$ cat src/rtl/multi_port_memory_unit.sv
// multi_port_memory_unit
// ----------------------
// Runs one core memory access cycle across NumPorts independent channels
// (for example inst fetch, data, CSR-mapped space, DMA). When a cycle
// starts, every requested channel is strobed in parallel. A pending mask
// tracks which channels have not yet acknowledged. Read data is either
// bypassed to the core in the ack cycle or held in a per-channel buffer.
// The core is stalled (busy) until every requested channel has acked.
//
// Parameters:
//   Width         data width of every channel
//   NumPorts      number of memory channels (>= 1)
//   AlwaysMask    channels requested on every transaction (bit0 = inst fetch)
//   TimeoutCycles max cycles spent in Wait before abort (>= 2, timeout build only)
//
// Optional feature macro: MEMORY_UNIT_TIMEOUT_EN
//   defined   -> a Wait-cycle counter aborts a stuck transaction and pulses
//                timeout_err
//   undefined -> no counter, timeout_err tied low, Wait lasts until all acks
//
// Ports:
//   clock        system clock
//   reset        synchronous, active-high reset
//   rd_mem       per-channel read request
//   wr_mem       per-channel write request (wins over rd_mem on one channel)
//   mem_ack      per-channel ack from memory
//   mem_rd_dat   per-channel read data, valid with ack
//   mem_en       per-channel enable/strobe
//   mem_we       per-channel write enable
//   mem_dat      per-channel data to core (same-cycle bypass or buffered)
//   busy         stall core while high
//   timeout_err  one-cycle pulse on an aborted transaction
module multi_port_memory_unit #(
  parameter int                     Width         = 32,
  parameter int                     NumPorts      = 2,
  parameter logic [NumPorts-1:0]    AlwaysMask    = NumPorts'(1),
  parameter int                     TimeoutCycles = 256
) (
  input  logic                               clock,
  input  logic                               reset,
  input  logic [NumPorts-1:0]                rd_mem,
  input  logic [NumPorts-1:0]                wr_mem,
  input  logic [NumPorts-1:0]                mem_ack,
  input  logic [NumPorts-1:0][Width-1:0]     mem_rd_dat,
  output logic [NumPorts-1:0]                mem_en,
  output logic [NumPorts-1:0]                mem_we,
  output logic [NumPorts-1:0][Width-1:0]     mem_dat,
  output logic                               busy,
  output logic                               timeout_err
);

  // Elaboration-time sanity checks on the configuration.
  if (NumPorts < 1) begin : g_bad_ports
    $error("multi_port_memory_unit: NumPorts must be >= 1");
  end
  if (TimeoutCycles < 2) begin : g_bad_timeout
    $error("multi_port_memory_unit: TimeoutCycles must be >= 2");
  end

  typedef enum logic {
    ST_IDLE = 1'b0,
    ST_WAIT = 1'b1
  } state_e;

  state_e                          state;
  state_e                          next_state;
  logic [NumPorts-1:0]             pending;
  logic [NumPorts-1:0]             next_pending;
  logic [NumPorts-1:0]             req;
  logic [NumPorts-1:0]             remaining;
  logic [NumPorts-1:0]             hit;
  logic [NumPorts-1:0][Width-1:0]  rd_buf;
  logic                            abort;

  // The timeout condition comes from the Wait-cycle counter when the
  // feature is built in. Otherwise it is a constant zero and Wait only
  // ends on completion.
`ifdef MEMORY_UNIT_TIMEOUT_EN
  localparam int                 CntW    = $clog2(TimeoutCycles + 1);
  localparam logic [CntW-1:0]    CntLast = CntW'(TimeoutCycles - 1);

  logic [CntW-1:0] wait_cnt;

  // Counter is held at zero in Idle, so it starts at 0 in the first Wait
  // cycle. It never needs to saturate: Wait is abandoned at CntLast.
  always_ff @(posedge clock) begin
    if (reset) begin
      wait_cnt <= '0;
    end else if (state == ST_IDLE) begin
      wait_cnt <= '0;
    end else begin
      wait_cnt <= wait_cnt + 1'b1;
    end
  end

  assign abort = (state == ST_WAIT) && (wait_cnt == CntLast) && (remaining != '0);
`else
  assign abort = 1'b0;
`endif

  assign timeout_err = abort;

  // State and pending-mask register. A reset at any point, including
  // mid-Wait, drops the transaction.
  always_ff @(posedge clock) begin
    if (reset) begin
      state   <= ST_IDLE;
      pending <= '0;
    end else begin
      state   <= next_state;
      pending <= next_pending;
    end
  end

  // Next-state and output decode. In Idle the requests drive the strobes
  // directly. In Wait only the channels still owing an ack stay strobed.
  // A completion in the same cycle as the timeout wins, because abort
  // requires remaining != 0.
  always_comb begin
    req          = AlwaysMask | rd_mem | wr_mem;
    remaining    = pending & ~mem_ack;
    next_state   = state;
    next_pending = pending;
    mem_en       = '0;
    mem_we       = '0;
    busy         = 1'b0;
    hit          = '0;

    unique case (state)
      ST_IDLE: begin
        mem_en = req;
        mem_we = wr_mem & req;
        busy   = (req != '0);
        if (req != '0) begin
          next_state   = ST_WAIT;
          next_pending = req;
        end
      end

      ST_WAIT: begin
        mem_en = pending;
        mem_we = pending & wr_mem;
        hit    = pending & mem_ack;
        if (remaining == '0) begin
          next_state   = ST_IDLE;
          next_pending = '0;
        end else if (abort) begin
          next_state   = ST_IDLE;
          next_pending = '0;
        end else begin
          busy         = 1'b1;
          next_pending = remaining;
        end
      end

      default: begin
        next_state   = ST_IDLE;
        next_pending = '0;
      end
    endcase
  end

  // Read buffers capture data only from a channel that is still pending
  // and acks during Wait. Stray acks never disturb them.
  always_ff @(posedge clock) begin
    if (reset) begin
      rd_buf <= '0;
    end else begin
      for (int i = 0; i < NumPorts; i++) begin
        if (hit[i]) begin
          rd_buf[i] <= mem_rd_dat[i];
        end
      end
    end
  end

  // Same-cycle bypass, so the core can use the data in the cycle busy drops.
  always_comb begin
    for (int i = 0; i < NumPorts; i++) begin
      mem_dat[i] = hit[i] ? mem_rd_dat[i] : rd_buf[i];
    end
  end

endmodule

$ cat config.mk
export PLATFORM = sky130hd
export DESIGN_NAME = multi_port_memory_unit
export DESIGN_NICKNAME = d
export VERILOG_FILES = /design/src/rtl/multi_port_memory_unit.sv
export SDC_FILE = /design/constraint.sdc
export NUM_CORES = 1
export LEC_CHECK = 0
export BUFFER_PORTS_ARGS = -buffer_cell sky130_fd_sc_hd__buf_4
export CORE_UTILIZATION = 48
export DETAILED_ROUTE_END_ITERATION = 16
export GPL_TIMING_DRIVEN = 0
export PLACE_DENSITY_LB_ADDON = 0.15
export REMOVE_ABC_BUFFERS = 1
export SLEW_MARGIN = 20
export SYNTH_ARGS = -nofsm -noshare
export SYNTH_HDL_FRONTEND = slang
export SYNTH_SLANG_ARGS = --single-unit
$ cat constraint.sdc
create_clock -name clock -period 1.4 [get_ports clock]
set_input_delay 0.14 -clock clock [delete_from_list [all_inputs] [get_ports clock]]
set_output_delay 0.14 -clock clock [all_outputs]
set_load 0.03 [all_outputs]
==> reports/results.tsv, run 1 <==
metric	value	unit
placedInstanceArea	5070	sq um
finClkSkew	11.1	ps
seqPwrFrac	40.5	%
globalRoute.totalOverflow	0	
dieArea	8810	sq um
first_global_vias	3011	
numCtsBuffers	9	
wl_per_cell	14.5	um
synth_compound_gate_area_share	0.772	%
ys_seq_area_share	33.1	%
internal_power	0.00362	W
timing.final.hold_violations	0	
tns	-16500	ps
largest_net_degree_at_the_start_of_global_routing	132	
clk_pin_slew_worst_paths	80	ps
max_slew.worst_pin.slew	931	ps
share_of_synthesized_cell_area_in_and_or_nand_and_nor_gates	21.8	%
synth_edf_count	0	
violations	negative setup slack	
grt_setup_unrepaired	yes	
final_min_period_over_clock_period	118	%
outcome	finished with violations	
die_width	93.9	um
area_growth_syn_to_layout	43.2	%
power.static_leakage	2.56	nW
detail_route.wirelength	8960	um
synth.top_cells.by_area	dfxtp_1 (33%), mux2_4 (22%), nand2b_1 (20%), mux2i_1 (16%), buf_6 (2.5%)	
number_of_placement_rows	33	
power-per-cell-area	856	nW/um^2
yosys-mux-area-fraction	39.1	%
initial_utilization	49.6	%
vdd.ir_drop.worst	0.512	mV
synth_adder_area_share	0	%
sw_share	27.0	%
yosys.area.top_type_share	33.1	%
maxSlewViolCount	0	
via_per_inst	4.91	
main_combinational_cell_family_by_area_after_synthesis	multiplexers	
comb_power_share	22.7	%
cts_tree	built	
class_of_the_tightest_hold_or_removal_check	primary input to flip-flop	
layout-drive-gt1-share	48.1	%
yosys_register_bits	67	
gpl.final_weighted_congestion	0.660	
relSlewSlack	37.9	%
antenna_found_initial	0	
yosys-top-cells-count	nand2b_1 (131), dfxtp_1 (67), mux2i_1 (64)	
synth_async_sr_flop_share	0	%
synth.yosys.warnings	0	
num_antenna_cells	0	
synthMostInstantiatedCell	nand2b_1	
postSynth.topFlopCell	dfxtp_1	
layout_min_cycle_time	1660	ps
maximum_operating_frequency	604	MHz
nets	578	
worst_setup_path_end_kind	output pin	
share_clk_of_total_power	36.8	%
timing.final.setup_violations	99	
category_of_the_most_critical_setup_path	flip-flop to output pin	
grt_pass1_wl	14400	um
worstSkewPairLatency	340	ps
holdWs	65.9	ps
remaining_drc_errors	0	
place.detailed.hpwl	5600	um
ant_nets	0	
io-pin-count	142	
netlist_instances	370	
core_area	8180	sq um
clk_path_buf_depth	2	
netlist_area	4050	sq um
post-synth-top-area-cell	dfxtp_1	
synth-xor-area-share	0	%
cts_root_buffer	clkbuf_8	
net_switching	0.00134	W
firstDrtPassIters	4	
port-buffer-count	139	
cts_num_sinks	67	
ys_types	20	
route.vias.total	3027	
cp.required	1260	ps
stdcell_area	5800	sq um
final_critical_path_setup_slack	-256	ps
detail_route.iter0.violations	88	
die-height	93.9	um
critical_path_at	1520	ps
crit_path_start_kind	flip-flop	
globalRouteTotalUtil	20.9	%
critical_path_peak_fanout	9	
avgSynthCellArea	11.0	sq um
htreeDepth	3	
max_cap_violations	0	
## cells in the final DEF (no fill, tap or decap), types with 2 or more instances in the layout
cell / Yosys / routed
mux2_2: 4 / 4
bufinv_16: 0 / 2
clkinvlp_4: 0 / 2
dfxtp_2: 0 / 2
buf_6: 9 / 66
mux2i_1: 64 / 63
mux2_4: 60 / 60
nand3_4: 2 / 4
buf_12: 0 / 8
clkbuf_8: 0 / 10
buf_4: 5 / 77
dfxtp_1: 67 / 64
nand2b_1: 131 / 131
## repair_timing
action	4_1_cts	5_1_grt
hold buffers	0	0
gates resized for setup	76	6
pin swaps	4	4
setup buffers	9	2
gates cloned	3	0
setup endpoints to repair	125	91
## logic make-up after synthesis
logic type      count (synthesis)
mux                           128
buf+inv                        31
flops                          67
compound gates                  5
other cells                     1
simple gates                  138
## path summary, 6_finish.rpt
check,from,endpoint,slack [ps],cells after the start
max,state$_SDFF_PP0_,mem_dat[7],-260,4
min,mem_rd_dat[14],rd_buf[14]$_SDFF_PP0_,70,3
max reg2reg,state$_SDFF_PP0_,rd_buf[19]$_SDFF_PP0_,-60,3
min reg2reg,rd_buf[63]$_SDFF_PP0_,rd_buf[63]$_SDFF_PP0_,480,2
## metal layers
layer	GRT usage (%)	routed length, um	share of wire (%)	vias up
li1	-	-	-	1508
met1	25.0	3820	43	1419
met2	35.8	4440	50	88
met3	5.50	568	6.3	12
met4	7.44	128	1.4	0
met5	0	0	0	-
## per-stage QoR
step	instances	worst slack (ps)	utilization, %	total power (W)
floorplan	340	-695	-	0.00263
finish	616	-256	71.0	0.00496
global route	616	-301	71.0	0.00519
CTS	614	-283	70.5	0.00501
global placement	584	-1160	61.5	0.00301
detailed placement	586	-623	62.0	0.00304
## sequential cells by signal, summed over array words and instances, names as in the netlist
name and cells:
rd_buf 64, pending 2, state 1
## worst max-delay path, stage by stage, from the launching register on
cell,delay (ps)
dfxtp_4,440
nand3_4,120
buf_12,170
mux2_4,300
buf_6,140
## power by group through the flow
stage / Combinational, W / Clock (W) / Sequential [W]
floorplan: 0.000589 / 0 / 0.00204
global placement: 0.000970 / 0 / 0.00204
detailed placement: 0.000990 / 0 / 0.00205
CTS: 0.00112 / 0.00188 / 0.00201
global route: 0.00120 / 0.00198 / 0.00202
finish: 0.00113 / 0.00182 / 0.00201
## cell type report
class,instances,area [sq um]
Sequential cell,67,1350
Clock inverter,6,88.8
Multi-Input combinational cell,274,2570
Fill cell,625,2370
Inverter,1,3.75
Timing Repair Buffer,153,1520
Clock buffer,10,138
Tap cell,105,131
(Power assumes the default switching activity.)
==> run 2: changes to the inputs <==
--- a/config.mk
+++ b/config.mk
@@ -11,6 +11,7 @@
 export GPL_TIMING_DRIVEN = 0
 export PLACE_DENSITY_LB_ADDON = 0.15
 export REMOVE_ABC_BUFFERS = 1
+export SKIP_LAST_GASP = 1
 export SLEW_MARGIN = 20
 export SYNTH_ARGS = -nofsm -noshare
 export SYNTH_HDL_FRONTEND = slang
==> run 2 against run 1 <==
- clock skew about the same
- combinational power down 5%
- clock power about the same
- the run still ends with negative setup slack left
- wire length up 0.37%
- critical path depth unchanged
- global-route usage down 0.15 points
- hold slack about the same
- register-to-register slack worse by 30 ps
==> reports/results.tsv, run 2 (synthesized netlist as in run 1, its figures left out) <==
metric	value	unit	change
outcome	finished with violations		
violations	negative setup slack		
crit_path_cell_trace	nand3_4 > buf_12 > mux2_4 > buf_4		
critical_path.slowest_cell	dfxtp_4		
end_of_the_worst_hold_path	rd_buf[14]$_SDFF_PP0_		
grt_setup_unrepaired	yes		
maximum_operating_frequency	590	MHz	-2.4%
remaining_drc_errors	0		unchanged
hold_depth	3		unchanged
r2r_start	state$_SDFF_PP0_		
largest_reg_flops	64		unchanged
area_growth_syn_to_layout	38.8	%	
worstSkewPairLatency	340	ps	about the same
port-buffer-count	139		unchanged
firstDrtPassIters	6		+2
nets	576		-0.35%
die_width	93.9	um	unchanged
timing.final.hold_violations	0		unchanged
layout_min_cycle_time	1700	ps	+40.3 ps
htreeDepth	3		unchanged
grt_pass1_wl	14200	um	-0.96%
detail_route.wirelength	8990	um	+0.37%
internal_power	0.00358	W	-1.1%
dieArea	8810	sq um	unchanged
comb_power_share	21.9	%	-0.8 points
number_of_placement_rows	33		unchanged
layout.cells.most_common_list	nand2b_1 (131), buf_4 (117), dfxtp_1 (64), mux2i_1 (63), mux2_4 (60)		
sw_share	27.1	%	+0.13 points
globalRouteTotalUtil	20.7	%	-0.15 points
net_switching	0.00133	W	-0.48%
relSlewSlack	38.9	%	+0.96 points
num_antenna_cells	0		unchanged
globalRoute.totalOverflow	0		unchanged
max_cap_violations	0		unchanged
layout.filler_cells	667		+6.7%
r2r_slack	-90	ps	-30 ps
max_slew.worst_pin.slew	917	ps	-14.4 ps
power	0.00492	W	-0.96%
hold_path_startpoint	mem_rd_dat[14]		
route.vias.total	3035		+0.26%
finClkSkew	11.0	ps	-0.0628 ps
critical_path_peak_fanout	9		unchanged
cts_tree	built		
initial_utilization	49.6	%	unchanged
seqPwrFrac	40.9	%	+0.4 points
largest_net_degree_at_the_start_of_global_routing	132		unchanged
category_of_the_most_critical_setup_path	flip-flop to output pin		
first_global_vias	2962		-1.6%
detail_route.iter0.violations	77		-13%
via_per_inst	4.94		+0.59%
clk_pin_slew_worst_paths	80	ps	about the same
final_min_period_over_clock_period	121	%	+2.9 points
largest_registers	rd_buf (64), pending (2), state (1)		
numCtsBuffers	9		unchanged
cp.buffers_inverters	2		unchanged
crit_path_start_kind	flip-flop		
power-per-cell-area	874	nW/um^2	+2.2%
clk_path_buf_depth	2		unchanged
die-height	93.9	um	unchanged
largest_register	rd_buf		
place.detailed.hpwl	5600	um	unchanged
maxSlewViolCount	0		unchanged
antenna_found_initial	0		unchanged
ant_nets	0		unchanged
stdcell_area	5630	sq um	-3.0%
cts_root_buffer	clkbuf_8		
worst_r2r_endpoint	rd_buf[19]$_SDFF_PP0_		
critical_path_at	1560	ps	+40 ps
gpl.final_weighted_congestion	0.660		unchanged
reg2regPathDepth	3		unchanged
class_of_the_tightest_hold_or_removal_check	primary input to flip-flop		
wl_per_cell	14.6	um	+0.70%
placedInstanceArea	5070	sq um	unchanged
cts_num_sinks	67		unchanged
timing.final.setup_violations	86		-13%
power.static_leakage	2.51	nW	-1.7%
worst_setup_path_end_kind	output pin		
layout-drive-gt1-share	47.7	%	-0.40 points
layout_commonest_cell	nand2b_1		
final_critical_path_setup_slack	-296	ps	-40.3 ps
vdd.ir_drop.worst	0.514	mV	+0.46%
share_clk_of_total_power	37.2	%	+0.4 points
io-pin-count	142		unchanged
cp.required	1260	ps	about the same
core_area	8180	sq um	unchanged
cpPeakStageDelay	460	ps	+20 ps
startpoint	state$_SDFF_PP0_		
timing.critical_path.max_delay_family	flip-flops		
-- run 2: cell count changes in the layout (fill, tap and decap cells not counted), sizes merged --
cell	before	now
buf	153	151
-- run 2: metal layers --
metal / track usage [%] / share of wire, % / vias to the layer above
met5: 0 / 0 / -
met4: 6.92 / 1.1 / 0
met3: 5.18 / 6.1 / 10
met2: 35.3 / 49 / 88
met1: 25.3 / 44 / 1430
li1: - / - / 1507
-- run 2: power groups by stage --
stage          combinational (W)  clock, W  sequential, W
2_1_floorplan           0.000589         0        0.00204
3_3_place_gp            0.000970         0        0.00204
3_5_place_dp            0.000990         0        0.00205
4_1_cts                  0.00107   0.00188        0.00201
5_1_grt                  0.00114   0.00198        0.00202
6_report                 0.00107   0.00183        0.00201
-- run 2: tightest hold or removal path, delay by kind of cell --
family | cells | cell delay (ps)
simple gates | 1 | 60
mux | 1 | 60
buf+inv | 1 | 110
-- run 2: timing repair --
item                       CTS  global route
pin swaps                    4             2
hold buffers                 0             0
gates resized for setup     35             4
cloned                       3             0
buffers inserted             9             0
setup endpoints to repair  125            94
-- run 2: how the worst max path moves through the flow --
stage	slack [ps]	depth (start not counted)	endpoint
6_report	-300	4	mem_dat[7]
5_1_grt	-340	4	mem_dat[15]
4_1_cts	-310	4	mem_dat[18]
3_5_place_dp	-620	3	mem_dat[62]
3_3_place_gp	-1160	2	rd_buf[38]$_SDFF_PP0_
2_1_floorplan	-690	2	rd_buf[0]$_SDFF_PP0_
-- run 2: metrics by stage --
step           TNS (ps)  hold WS, ps  worst slack [ps]  cells  utilization (%)
6_report         -19000         66.1              -296    614             68.8
3_5_place_dp     -50300          426              -623    586             62.0
2_1_floorplan    -59490          209              -695    340                -
5_1_grt          -24000         59.3              -343    614             68.8
3_3_place_gp    -110670          416             -1160    584             61.5
4_1_cts          -20370         47.9              -306    614             68.6
-- run 2: area by class of cell --
cell class	count	area (sq um)	area share, %
flip-flops and latches	67	1350	24.0
clock buffers	10	138	2.45
well taps	105	131	2.34
clock inverters	6	88.8	1.58
repair buffers	151	1350	24.0
inverters	1	3.75	0.0667
multi-input cells	274	2560	45.6
==> run 3: changes to the inputs <==
--- a/config.mk
+++ b/config.mk
@@ -5,6 +5,7 @@
 export SDC_FILE = /design/constraint.sdc
 export NUM_CORES = 1
 export LEC_CHECK = 0
+export ABC_AREA = 1
 export BUFFER_PORTS_ARGS = -buffer_cell sky130_fd_sc_hd__buf_4
 export CORE_UTILIZATION = 48
 export DETAILED_ROUTE_END_ITERATION = 16
==> run 3 against run 2 <==
- the flow still finishes with violations (negative setup slack)
- sequential cell count unchanged
- wire length increased by 34%
- count of clock-buffer cells in the layout increased by 1
- area after synthesis decreased by 14%
- register-to-register slack improved by 240 ps
- combinational power increased by 76%
- first-iteration DRC count increased to 3.2 times the previous value
- hold slack improved by 51 ps
- sequential share of layout area increased by 0.57 points
- setup slack improved by 39 ps
- critical path type unchanged
==> reports/results.tsv, run 3 <==
metric	value	unit	change
largest_reg_flops	64		unchanged
netlist_area	3500	sq um	-14%
synth.yosys.warnings	0		unchanged
gpl.final_weighted_congestion	0.711		+7.6%
yosys-mux-area-fraction	0	%	-39 points
final-instance-count-excl-fill	836		+36%
finClkSkew	10.2	ps	-0.797 ps
tns	-13660	ps	+5330 ps
detail_route.iter0.violations	248		+220%
timing.final.setup_violations	69		-20%
postSynth.topFlopCell	dfxtp_1		
layout_commonest_cell	inv_1		
synth_compound_gate_area_share	1.00	%	+0.23 points
max_cap_violations	0		unchanged
grt_setup_unrepaired	yes		
ys_types	17		-15%
share_of_synthesized_cell_area_in_and_or_nand_and_nor_gates	33.6	%	+12 points
initial_utilization	50.7	%	+1.1 points
synth_adder_area_share	0	%	unchanged
max_slew.worst_pin.slew	701	ps	-216 ps
critical_path_peak_fanout	11		+2
dieArea	7640	sq um	-13%
outcome	finished with violations		
port-buffer-count	139		unchanged
power-per-cell-area	979	nW/um^2	+12%
cts_num_sinks	67		unchanged
wl_per_cell	14.4	um	-1.4%
largest_register	rd_buf		
power	0.00540	W	+9.8%
holdWs	118	ps	+51.4 ps
critical_path_at	1520	ps	-40 ps
yosys_register_bits	67		unchanged
die-height	87.4	um	-6.9%
area_growth_syn_to_layout	57.5	%	
netlist_instances	573		+55%
synth_edf_count	0		unchanged
nets	807		+40%
core_area	6910	sq um	-16%
layout-drive-gt1-share	35.9	%	-12 points
globalRoute.totalOverflow	0		unchanged
via_per_inst	4.88		-1.3%
antenna_found_initial	0		unchanged
remaining_drc_errors	0		unchanged
final_min_period_over_clock_period	118	%	-2.8 points
main_combinational_cell_family_by_area_after_synthesis	simple AND/OR/NAND/NOR gates		
avgSynthCellArea	6.11	sq um	-44%
layout.cells.most_common_list	inv_1 (180), buf_4 (139), nand2_1 (97), nor2_1 (65)		
maximum_operating_frequency	603	MHz	+2.4%
htreeDepth	3		unchanged
cts_root_buffer	clkbuf_8		
worstSkewPairLatency	340	ps	about the same
grt_pass1_wl	16000	um	+13%
crit_path_start_kind	flip-flop		
synthMostInstantiatedCell	inv_1		
maxSlewViolCount	0		unchanged
clk_pin_slew_worst_paths	70	ps	about the same
detail_route.wirelength	12100	um	+34%
cp.required	1260	ps	about the same
route.vias.total	4077		+34%
final_critical_path_setup_slack	-257	ps	+39.1 ps
synth_async_sr_flop_share	0	%	unchanged
largest_registers	rd_buf (64), pending (2), state (1)		
numCtsBuffers	9		unchanged
timing.final.hold_violations	0		unchanged
worst_setup_path_end_kind	output pin		
num_antenna_cells	0		unchanged
clk_path_buf_depth	2		unchanged
io-pin-count	142		unchanged
post-synth-top-area-cell	dfxtp_1		
number_of_placement_rows	30		-9.1%
yosys-top-cells-count	inv_1 (196), nand2_1 (133), dfxtp_1 (67)		
yosys.area.top_type_share	38.3	%	+5.2 points
firstDrtPassIters	6		unchanged
cts_tree	built		
class_of_the_tightest_hold_or_removal_check	primary input to flip-flop		
vdd.ir_drop.worst	0.648	mV	+26%
category_of_the_most_critical_setup_path	flip-flop to output pin		
dp_slack	-808	ps	-185 ps
violations	negative setup slack		
place.detailed.hpwl	5100	um	-9.0%
layout_min_cycle_time	1660	ps	-39.1 ps
die_width	87.4	um	-6.9%
numPlacedInstances	770		+31%
largest_net_degree_at_the_start_of_global_routing	68		-48%
power.static_leakage	3.34	nW	+33%
globalRouteTotalUtil	27.4	%	+6.7 points
ys_seq_area_share	38.3	%	+5.2 points
synth-xor-area-share	0	%	unchanged
relSlewSlack	53.3	%	+14 points
synth.top_cells.by_area	dfxtp_1 (38%), inv_1 (21%), nand2_1 (14%), nand4_1 (11%), nor2_1 (7.0%)		
ant_nets	0		unchanged
first_global_vias	3467		+17%
-- run 3: cell count changes in the layout (fill, tap and decap cells not counted), moves of 15 or more --
cell / delta
buf_4: +22
nand2b_1: -131
inv_1: +179
nand4_1: +64
nor2_1: +65
mux2_4: -60
inv_2: +15
mux2i_1: -63
nand2_1: +97
nand2_2: +36
-- run 3: metrics by stage --
step,cell area (sq um),util [%]
4_1_cts,5010,72.6
6_report,5520,79.9
3_3_place_gp,4460,64.5
3_5_place_dp,4460,64.6
2_1_floorplan,3290,-
5_1_grt,5520,79.9
-- run 3: layout make-up --
type / count / area [sq um]
inverters: 196 / 741
flip-flops and latches: 67 / 1350
clock inverters: 5 / 27.5
fillers: 536 / 1390
clock buffers: 11 / 151
multi-input cells: 278 / 1450
repair buffers: 183 / 1680
well taps: 96 / 120
-- run 3: cells by family (layout without fill, tap and decap cells) --
logic type / after synthesis / after routing
other: 1 / 1
AO/OA/AOI/OAI: 6 / 6
AND/OR/NAND/NOR: 265 / 271
buffers and inverters: 234 / 395
flip-flops: 67 / 67
-- run 3: worst max-delay path, stage by stage, from the launching register on --
cell     delay [ps]
dfxtp_4         410
buf_4           240
nand4_1         130
nand2_1         150
inv_1            70
buf_4           170
-- run 3: repair_timing --
action	CTS	global route
setup buffers	20	17
endpoints found under the setup margin	134	68
pin swaps	2	51
gates resized for setup	25	89
gates cloned	7	6
hold buffers	0	0
-- run 3: routing by layer --
metal | global-route usage [%] | part of all wire [%]
met5 | 0 | 0
met1 | 32.7 | 39
met3 | 6.82 | 9.2
met2 | 48.4 | 50
met4 | 8.05 | 2.2
-- run 3: power by group --
group	internal, W	total (W)	switching (W)
clock network	0.000727	0.00148	0.000750
registers	0.00200	0.00204	0.0000454
logic	0.000795	0.00188	0.00108
total	0.00352	0.00540	0.00188
-- run 3: worst paths after layout --
check | from | end | slack [ps] | cells after the start
max | state$_SDFF_PP0_ | mem_dat[30] | -260 | 5
min reg2reg | rd_buf[16]$_SDFF_PP0_ | rd_buf[16]$_SDFF_PP0_ | 530 | 4
min | mem_rd_dat[55] | rd_buf[55]$_SDFF_PP0_ | 120 | 5
max reg2reg | state$_SDFF_PP0_ | rd_buf[47]$_SDFF_PP0_ | 150 | 6
